==> src/rtl/pc_predict_pkg.sv <==
`default_nettype none
// ============================================================================
// Module   : pc_predict_pkg
// Brief    : Shared BTB entry type and 2-bit direction counter helpers.
// Revision : 1.0 - initial release
// ============================================================================
package pc_predict_pkg;

  // Entry fields are sized for the RV32I address space.
  localparam int C_BTB_FIELD_W = 32;

  typedef logic [1:0] ctr_t;

  localparam ctr_t CTR_SNT = 2'b00;
  localparam ctr_t CTR_WNT = 2'b01;
  localparam ctr_t CTR_WT  = 2'b10;
  localparam ctr_t CTR_ST  = 2'b11;

  typedef struct packed {
    logic                     valid;
    logic [C_BTB_FIELD_W-1:0] tag;
    logic [C_BTB_FIELD_W-1:0] target;
    ctr_t                     ctr;
  } btb_entry_t;

  function automatic ctr_t ctr_next(input ctr_t ctr, input logic taken);
    if (taken) begin
      return (ctr == CTR_ST) ? CTR_ST : ctr + 2'd1;
    end
    return (ctr == CTR_SNT) ? CTR_SNT : ctr - 2'd1;
  endfunction

endpackage
`default_nettype wire

==> src/rtl/pc_btb.sv <==
`default_nettype none
// ============================================================================
// Module   : pc_btb
// Brief    : Direct-mapped branch target buffer, combinational lookup port
//            and single clocked training port.
// Revision : 1.0 - initial release
// ============================================================================
module pc_btb
  import pc_predict_pkg::*;
#(
  parameter int XLEN        = 32,
  parameter int BTB_ENTRIES = 16
) (
  input  logic            clk,
  input  logic            rst,
  input  logic [XLEN-1:0] lookup_pc,
  output logic            pred_taken,
  output logic [XLEN-1:0] pred_target,
  input  logic            upd_valid,
  input  logic [XLEN-1:0] upd_pc,
  input  logic            upd_taken,
  input  logic [XLEN-1:0] upd_target
);

  localparam int IDX = $clog2(BTB_ENTRIES);

  btb_entry_t r_mem [BTB_ENTRIES];

  logic [IDX-1:0]           w_rd_idx;
  logic [IDX-1:0]           w_upd_idx;
  logic [C_BTB_FIELD_W-1:0] w_rd_tag;
  logic [C_BTB_FIELD_W-1:0] w_upd_tag;
  btb_entry_t               w_rd;
  btb_entry_t               w_upd_old;
  logic                     w_rd_hit;
  logic                     w_upd_hit;
  logic                     w_unused_addr_bits;

  assign w_rd_idx  = lookup_pc[IDX+1:2];
  assign w_upd_idx = upd_pc[IDX+1:2];
  assign w_rd_tag  = C_BTB_FIELD_W'(lookup_pc[XLEN-1:IDX+2]);
  assign w_upd_tag = C_BTB_FIELD_W'(upd_pc[XLEN-1:IDX+2]);

  // Byte-offset bits never take part in indexing or tagging.
  assign w_unused_addr_bits = ^{lookup_pc[1:0], upd_pc[1:0]};

  assign w_rd      = r_mem[w_rd_idx];
  assign w_upd_old = r_mem[w_upd_idx];
  assign w_rd_hit  = w_rd.valid && (w_rd.tag == w_rd_tag);
  assign w_upd_hit = w_upd_old.valid && (w_upd_old.tag == w_upd_tag);

  assign pred_taken  = w_rd_hit && w_rd.ctr[1];
  assign pred_target = w_rd.target[XLEN-1:0];

  always_ff @(posedge clk or posedge rst) begin
    if (rst) begin
      for (int i = 0; i < BTB_ENTRIES; i++) begin
        r_mem[i] <= '0;
      end
    end else if (upd_valid) begin
      if (w_upd_hit) begin
        r_mem[w_upd_idx].ctr <= ctr_next(w_upd_old.ctr, upd_taken);
        if (upd_taken) begin
          r_mem[w_upd_idx].target <= C_BTB_FIELD_W'(upd_target);
        end
      end else if (upd_taken) begin
        r_mem[w_upd_idx] <= '{valid:  1'b1,
                               tag:    w_upd_tag,
                               target: C_BTB_FIELD_W'(upd_target),
                               ctr:    CTR_WT};
      end
    end
  end

endmodule
`default_nettype wire

==> src/rtl/pc_predict_gen.sv <==
`default_nettype none
// ============================================================================
// Module   : pc_predict_gen
// Brief    : RV32I fetch PC generator with optional BTB prediction; the BTB is
//            built only when PC_PREDICT_BTB_EN is defined.
// Revision : 1.0 - initial release
// ============================================================================
module pc_predict_gen
  import pc_predict_pkg::*;
#(
  parameter int              XLEN         = 32,
  parameter logic [XLEN-1:0] RESET_VECTOR = '0,
  parameter int              BTB_ENTRIES  = 16
) (
  input  logic            clk,
  input  logic            rst,
  input  logic            stall,
  input  logic            redirect_valid,
  input  logic [XLEN-1:0] redirect_pc,
  input  logic            upd_valid,
  input  logic [XLEN-1:0] upd_pc,
  input  logic            upd_taken,
  input  logic [XLEN-1:0] upd_target,
  output logic [XLEN-1:0] pc,
  output logic            pred_taken,
  output logic [XLEN-1:0] pred_target
);

  logic [XLEN-1:0] r_pc;
  logic [XLEN-1:0] w_next_pc;
  logic            w_pred_taken;
  logic [XLEN-1:0] w_pred_target;

`ifdef PC_PREDICT_BTB_EN
  pc_btb #(
    .XLEN        (XLEN),
    .BTB_ENTRIES (BTB_ENTRIES)
  ) u_btb (
    .clk         (clk),
    .rst         (rst),
    .lookup_pc   (r_pc),
    .pred_taken  (w_pred_taken),
    .pred_target (w_pred_target),
    .upd_valid   (upd_valid),
    .upd_pc      (upd_pc),
    .upd_taken   (upd_taken),
    .upd_target  (upd_target)
  );
`else
  logic w_unused_upd;

  assign w_pred_taken  = 1'b0;
  assign w_pred_target = '0;
  assign w_unused_upd  = ^{upd_valid, upd_pc, upd_taken, upd_target};
`endif

  // Redirect beats stall, and stall beats a predicted-taken target.
  always_comb begin
    w_next_pc = r_pc + XLEN'(4);
    if (redirect_valid) begin
      w_next_pc = redirect_pc;
    end else if (stall) begin
      w_next_pc = r_pc;
    end else if (w_pred_taken) begin
      w_next_pc = w_pred_target;
    end
  end

  always_ff @(posedge clk or posedge rst) begin
    if (rst) begin
      r_pc <= RESET_VECTOR;
    end else begin
      r_pc <= w_next_pc;
    end
  end

  assign pc          = r_pc;
  assign pred_taken  = w_pred_taken;
  assign pred_target = w_pred_target;

endmodule
`default_nettype wire

==> config.mk <==
export PLATFORM = sky130hd
export DESIGN_NAME = pc_predict_gen
export DESIGN_NICKNAME = d
export VERILOG_FILES = /design/src/rtl/pc_predict_pkg.sv /design/src/rtl/pc_btb.sv /design/src/rtl/pc_predict_gen.sv
export SDC_FILE = /design/constraint.sdc
export NUM_CORES = 1
export LEC_CHECK = 0
export CORE_ASPECT_RATIO = 1.1
export CORE_MARGIN = 5
export CORE_UTILIZATION = 37
export CTS_BUF_LIST = sky130_fd_sc_hd__clkbuf_4
export CTS_CLUSTER_SIZE = 8
export DETAILED_ROUTE_END_ITERATION = 8
export PLACE_DENSITY = 0.89
export REMOVE_ABC_BUFFERS = 1
export SLEW_MARGIN = 10
export SYNTH_ARGS = -nofsm -noshare
export SYNTH_HDL_FRONTEND = slang
export SYNTH_HIERARCHICAL = 1
export SYNTH_SLANG_ARGS = --single-unit
export TNS_END_PERCENT = 50
==> constraint.sdc <==
create_clock -name clk -period 3.35 [get_ports clk]
set_input_delay 1.005 -clock clk [delete_from_list [all_inputs] [get_ports clk]]
set_output_delay 1.005 -clock clk [all_outputs]
set_load 0.01 [all_outputs]
==> run_results.csv, run 1 <==
group,metric,value,unit
route,drt_total_wl,5.18,mm
die,num_io_pins,167,
critical_path,critPathKind,"primary input to register",
cts,clock_path_buffers,2,
synthesis,post_synth_inst_count,234,
pwr,swShare,30.7,%
final_layout,final_design_area_no_fill,0.00275,mm²
critical_path,worst-r2r-setup-slack,1330,ps
critical_path,worstReg2RegEnd,"pc[23]",
critical_path,start_kind,"primary input",
route,vias,1845,
final_layout,max_ffs_per_register,32,
pwr,pwr-share-seq,49.4,%
critical_path,worstRegToRegCells,4,
synthesis,yosysSeqAreaShare,38.1,%
pwr,clockPowerShare,23.9,%
die,starting_density,38.5,%
critical_path,worst_setup_path_end_kind,"register",
route,vias_per_cell,4.96,
synthesis,dominant_combinational_cell_family_by_area_after_synthesis,"simple AND/OR/NAND/NOR gates",
sta,setup_viol,0,
synthesis,synth_compound_area_share,13.6,%
die,coreArea,0.00547,mm²
cts,ctsRootBufferMaster,"clkbuf_4",
critical_path,worst_r2r_startpoint,"pc[10]",
die,floorplan.rows,28,
cts,cts.clk_slew.worst_paths,100,ps
cts,postCtsHoldBufs,0,
cts,cts_setup_buffers,0,
pwr,irDropWorstVdd,0.000189,V
worst_hold_path,hold_path.class,"register to register",
critical_path,arrival_worst_endpoint,2900,ps
critical_path,setup.worst_path.start,"stall",
global_routing,grt_antenna_before_repair,0,
route,antenna_violating_nets_post_route,0,
critical_path,critPathMaxFanout,12,
cts,ctsResizeCount,0,
sta,timing.final.crit_period,2650,ps
cts,clk-insertion-delay-late,330,ps
pwr,internal_power,0.660,mW
synthesis,cell_type_with_the_largest_total_area_after_synthesis,"dfrtp_1",
place,port_buffers,67,
pwr,total_power,0.951,mW
synthesis,yosysWarnings,6,
cts,htree_levels,2,
synthesis,ys_async_sr_fraction,100,%
route,remaining_drc_errors,0,
synthesis,synthXorXnorAreaFrac,5.00,%
final_layout,layout-drive-gt1-share,5.72,%
final_layout,layout.nets,399,
global_routing,global_route.usage.total,14.7,%
final_layout,areaGrowthSynthToFinish,30.7,%
place,gpl.final_weighted_congestion,0.826,
sta,drv_slew,0,
final_layout,antenna_cells,0,
global_routing,grt_pass1_vias,1808,
cts,tritoncts,"done",
sta,period_share,79.1,%
synthesis,synth_flop_cell,"dfrtp_1",
sta,grt_setup_unrepaired,"false",
status,status,"completed",
place,placed_area,0.00269,mm²
pwr,power.density_cell_area,346,mW/mm²
synthesis,yosys.area_share.simple,24.3,%
critical_path,crit_end,"pc[28]",
pwr,comb_power_share,26.7,%
die,die_x,81.9,µm
run,drv.max_cap_violation_count,0,
global_routing,grt_pass1_wl,8.38,mm
synthesis,synth.mux.area_fraction,1.55,%
sta,fmax,378,MHz
sta,hold_viol_final,0,
critical_path,critical_path_required,3610,ps
synthesis,netlist.area_leader.share,38.1,%
route,drt_first_pass_iters,4,
sta,timing.clock.skew,5.92,ps
synthesis,synth_fa_ha_area_share,0.595,%
die,die_height,89.1,µm
pwr,total_switching_power,0.292,mW
die,die-area,0.00729,mm²
global_routing,global_route.overflow_total,0,
place,dp_hpwl,3.86,mm
worst_hold_path,holdCritStartpoint,"pc[0]",
synthesis,synth_seq_cells,32,
synthesis,synthesis.area,0.00210,mm²
sta,totalNegativeSetupSlack,0,ps
synthesis,synth-edff-count,0,
route,avgRoutedWirePerCell,13.9,µm
route,dr_iter_0_viols,78,
synthesis,synthesis.area_per_instance,8.99,µm²
cts,cts-buffers-inserted,5,
synthesis,top_area_cells_in_the_synthesized_netlist,"dfrtp_1, buf_4, nand2_1",
pwr,leakagePower,1.13,nW
synthesis,netlist-cell-type-count,40,
global_routing,grt_start_max_net_pins,33,
cts,clock_sinks,32,
[power groups by stage]
stage               Sequential (mW)  Combinational, mW  Clock [mW]
detailed placement            0.477              0.255           0
global placement              0.474              0.250           0
global route                  0.478              0.280       0.256
floorplan                     0.485             0.0910           0
finish                        0.470              0.254       0.227
CTS                           0.470              0.256       0.240
[final cells by class]
class / instances / area (µm²)
Inverter: 4 / 15.0
Fill cell: 513 / 2720
Clock buffer: 7 / 52.6
Sequential cell: 32 / 801
Clock inverter: 1 / 3.75
Tap cell: 75 / 93.8
Multi-Input combinational cell: 182 / 1070
Timing Repair Buffer: 71 / 713
[worst max-delay path, cell delays in order]
cell	delay [ps]
clkdlybuf4s50_1	500
and3b_1	440
nand4_4	230
or4_1	550
a31oi_1	180
[cells in the mapped netlist, types with 7 or more instances]
cell type / n
nor2_1: 12
dfrtp_1: 32
nand2_1: 25
a31oi_1: 11
xor2_1: 9
clkbuf_1: 7
or4_1: 11
and4_1: 7
nand4_1: 8
o21ai_0: 15
nand3_1: 12
o31ai_1: 9
buf_4: 35
[cell families after synthesis]
logic type / count (synthesis)
AOI/OAI and AO/OA: 44
xor gates and xnor gates: 12
adders and majority gates: 1
buffers and inverters: 52
DFF: 32
muxes: 3
other: 1
and+or+nand+nor: 89
[metal layers]
metal	routed length, µm	GRT usage [%]	vias to the layer above
met1	2170	18.5	857
met5	0	0	-
met2	2450	23.8	73
met3	515	5.24	5
met4	51	4.38	0
li1	-	-	910
[cell usage in the layout, fill, tap and decap left out, drive strengths merged, types with 7 or more instances in the layout]
cell / Yosys / routed
a31oi: 11 / 11
and4: 7 / 7
clkbuf: 7 / 7
clkdlybuf4s50: 0 / 67
conb: 1 / 33
dfrtp: 32 / 32
nand2: 26 / 26
nand3: 12 / 12
nand4: 10 / 10
nor2: 12 / 12
o21ai: 15 / 15
o31ai: 9 / 9
or4: 11 / 11
xor2: 9 / 9
[stage by stage]
stage | util [%] | hold WS, ps | cells | setup WS [ps]
floorplan | - | 551 | 218 | 1080
global placement | 49.3 | 490 | 364 | 396
detailed placement | 49.3 | 515 | 364 | 347
CTS | 50.3 | 542 | 372 | 719
global route | 50.3 | 559 | 372 | 617
finish | 50.3 | 533 | 372 | 702
[how the worst min path moves through the flow]
stage / endpoint / slack [ps] / depth (start not counted)
4_1_cts: pc[0] / 540 / 1
5_1_grt: pc[1] / 560 / 1
3_3_place_gp: pc[1] / 490 / 1
6_report: pc[0] / 530 / 1
3_5_place_dp: pc[1] / 520 / 1
2_1_floorplan: pc[0] / 550 / 1
Note: power is estimated with default switching activity, not from simulation.
==> run 2: changes to the inputs <==
--- a/config.mk
+++ b/config.mk
@@ -7,11 +7,11 @@
 export LEC_CHECK = 0
 export CORE_ASPECT_RATIO = 1.1
 export CORE_MARGIN = 5
-export CORE_UTILIZATION = 37
+export CORE_UTILIZATION = 31
 export CTS_BUF_LIST = sky130_fd_sc_hd__clkbuf_4
 export CTS_CLUSTER_SIZE = 8
 export DETAILED_ROUTE_END_ITERATION = 8
-export PLACE_DENSITY = 0.89
+export PLACE_DENSITY = 0.79
 export REMOVE_ABC_BUFFERS = 1
 export SLEW_MARGIN = 10
 export SYNTH_ARGS = -nofsm -noshare
==> constraint.sdc (replaced) <==
create_clock -name clk -period 2.3 [get_ports clk]
set_input_delay 0.69 -clock clk [delete_from_list [all_inputs] [get_ports clk]]
set_output_delay 0.69 -clock clk [all_outputs]
set_load 0.01 [all_outputs]
==> run 2 against run 1 <==
Compared with the run above: register-to-register slack worse by 1100 ps; final area up 3.5%; sequential power up 46%; die area up 17%; largest cell class unchanged.
==> run_results.csv, run 2 (same netlist as run 1, synthesis figures left out) <==
group,metric,value,unit
die,coreArea,0.00659,mm²
critical_path,cpLargestDelayFamily,"buffers and inverters",
sta,hold_viol_final,0,
sta,finalWorstSetupSlack,149,ps
cts,ctsRootBufferMaster,"clkbuf_4",
critical_path,start_kind,"register",
final_layout,layout-drive-gt1-share,9.06,%
sta,timing.final.crit_period,2150,ps
run,drv.max_cap_violation_count,0,
critical_path,worst_setup_path_end_kind,"output port",
sta,grt_setup_unrepaired,"false",
critical_path,worst-path-buf-inv,1,
critical_path,crit_slowest_cell,"clkdlybuf4s50_1",
sta,drv_slew,0,
critical_path,critical_path_depth,1,
sta,period_share,93.5,%
cts,cts-buffers-inserted,5,
critical_path,critPathMaxFanout,9,
cts,htree_levels,2,
die,floorplan.rows,31,
route,vias_per_cell,4.87,
route,dr_iter_0_viols,83,
global_routing,gr-usage-met1,17.1,%
pwr,irDropWorstVdd,0.000247,V
die,die-area,0.00853,mm²
place,placed_area,0.00280,mm²
critical_path,worstReg2RegEnd,"pc[29]",
place,gpl.final_weighted_congestion,0.767,
global_routing,grt_use_met2,20.1,%
global_routing,grt_antenna_before_repair,0,
final_layout,mostFrequentLayoutCells,"clkdlybuf4s50_1, conb_1, dfrtp_1",
cts,clock_path_buffers,2,
cts,clk-insertion-delay-late,340,ps
place,post-place-ws,-202,ps
pwr,total_power,1.36,mW
critical_path,crit_end,"pc[9]",
sta,timing.clock.skew,12.7,ps
route,drt_total_wl,5.39,mm
global_routing,grt_busiest_layer,"met2",
global_routing,grt_pass1_wl,8.50,mm
final_layout,antenna_cells,0,
route,antenna_violating_nets_post_route,0,
sta,setup_viol,0,
cts,cts.clk_slew.worst_paths,90,ps
place,place.detailed.instances,384,
global_routing,global_route.usage.met3,3.73,%
critical_path,worst_r2r_startpoint,"pc[10]",
critical_path,cp_cell_instances,"clkdlybuf4s50_1",
route,remaining_drc_errors,0,
route,vias,1906,
die,num_io_pins,167,
critical_path,critical_path_required,1610,ps
die,die_x,88.5,µm
global_routing,global_route.usage.total,12.7,%
pwr,leakagePower,1.19,nW
status,status,"completed",
die,die_height,96.4,µm
sta,fmax,465,MHz
worst_hold_path,hold_path.class,"register to register",
final_layout,instances_no_fill,391,
final_layout,layout.cells.most_common,"clkdlybuf4s50_1",
place,port_buffers,67,
critical_path,worst-r2r-setup-slack,280,ps
global_routing,grt_pass1_vias,1798,
pwr,power.density_cell_area,477,mW/mm²
die,starting_density,31.9,%
critical_path,worstRegToRegCells,4,
place,dp_hpwl,4.18,mm
final_layout,areaGrowthSynthToFinish,35.2,%
cts,postCtsHoldBufs,0,
worst_hold_path,hold_depth,1,
final_layout,layout.nets,412,
sta,holdWs,520,ps
cts,clock_sinks,32,
cts,ctsResizeCount,0,
final_layout,final_design_area_no_fill,0.00284,mm²
critical_path,critPathKind,"register to output port",
critical_path,cpPeakStageDelay,620,ps
cts,cts_setup_buffers,0,
critical_path,arrival_worst_endpoint,1460,ps
global_routing,grt_start_max_net_pins,33,
route,avgRoutedWirePerCell,13.8,µm
final_layout,max_ffs_per_register,32,
cts,tritoncts,"done",
critical_path,setup.worst_path.start,"pc[9]",
route,drt_first_pass_iters,4,
global_routing,global_route.overflow_total,0,
## run 2: changes by cell type in the layout (fill, tap and decap cells not counted)
| cell | previous run | this run |
|---|---|---|
| buf_4 | 3 | 16 |
| clkbuf_4 | 7 | 5 |
| clkinv_1 | 2 | 3 |
## run 2: through the flow
step	utilization [%]	setup TNS [ps]
final	43.1	0
after floorplan	-	0
after CTS	43.1	0
after global routing	43.1	0
after detailed placement	42.4	-1670
after global placement	42.4	-1050
## run 2: worst min path at each step
stage | end | startpoint | slack [ps]
after floorplan | pc[0] | pc[0] | 550
after global placement | pc[0] | pc[0] | 490
after detailed placement | pc[0] | pc[0] | 510
after CTS | pc[1] | pc[1] | 530
after global routing | pc[0] | pc[0] | 550
final | pc[1] | pc[1] | 520
## run 2: report_power, final
part | internal [mW] | switching [mW] | leakage, nW
registers | 0.616 | 0.0701 | 0.377
clock network | 0.107 | 0.188 | 0.0261
logic | 0.210 | 0.168 | 0.782
## run 2: layout make-up
cell class / instances / area, µm²
fillers: 675 / 3750
repair buffers: 84 / 811
multi-input cells: 182 / 1070
clock buffers: 5 / 37.5
inverters: 4 / 15.0
well taps: 82 / 103
clock inverters: 2 / 7.51
flip-flops and latches: 32 / 801
## run 2: routing by layer
metal  part of all wire, %  vias up
met5                     0        -
li1                      -      937
met1                    43      880
met2                    46       83
met4                  0.82        0
met3                   9.9        6
==> run 3: changes to the inputs <==
--- a/config.mk
+++ b/config.mk
@@ -5,6 +5,7 @@
 export SDC_FILE = /design/constraint.sdc
 export NUM_CORES = 1
 export LEC_CHECK = 0
+export CAP_MARGIN = 30
 export CORE_ASPECT_RATIO = 1.1
 export CORE_MARGIN = 5
 export CORE_UTILIZATION = 31
==> results of run 3 <==
Same layout as run 2: the final DEF is identical, and so are final timing and power.
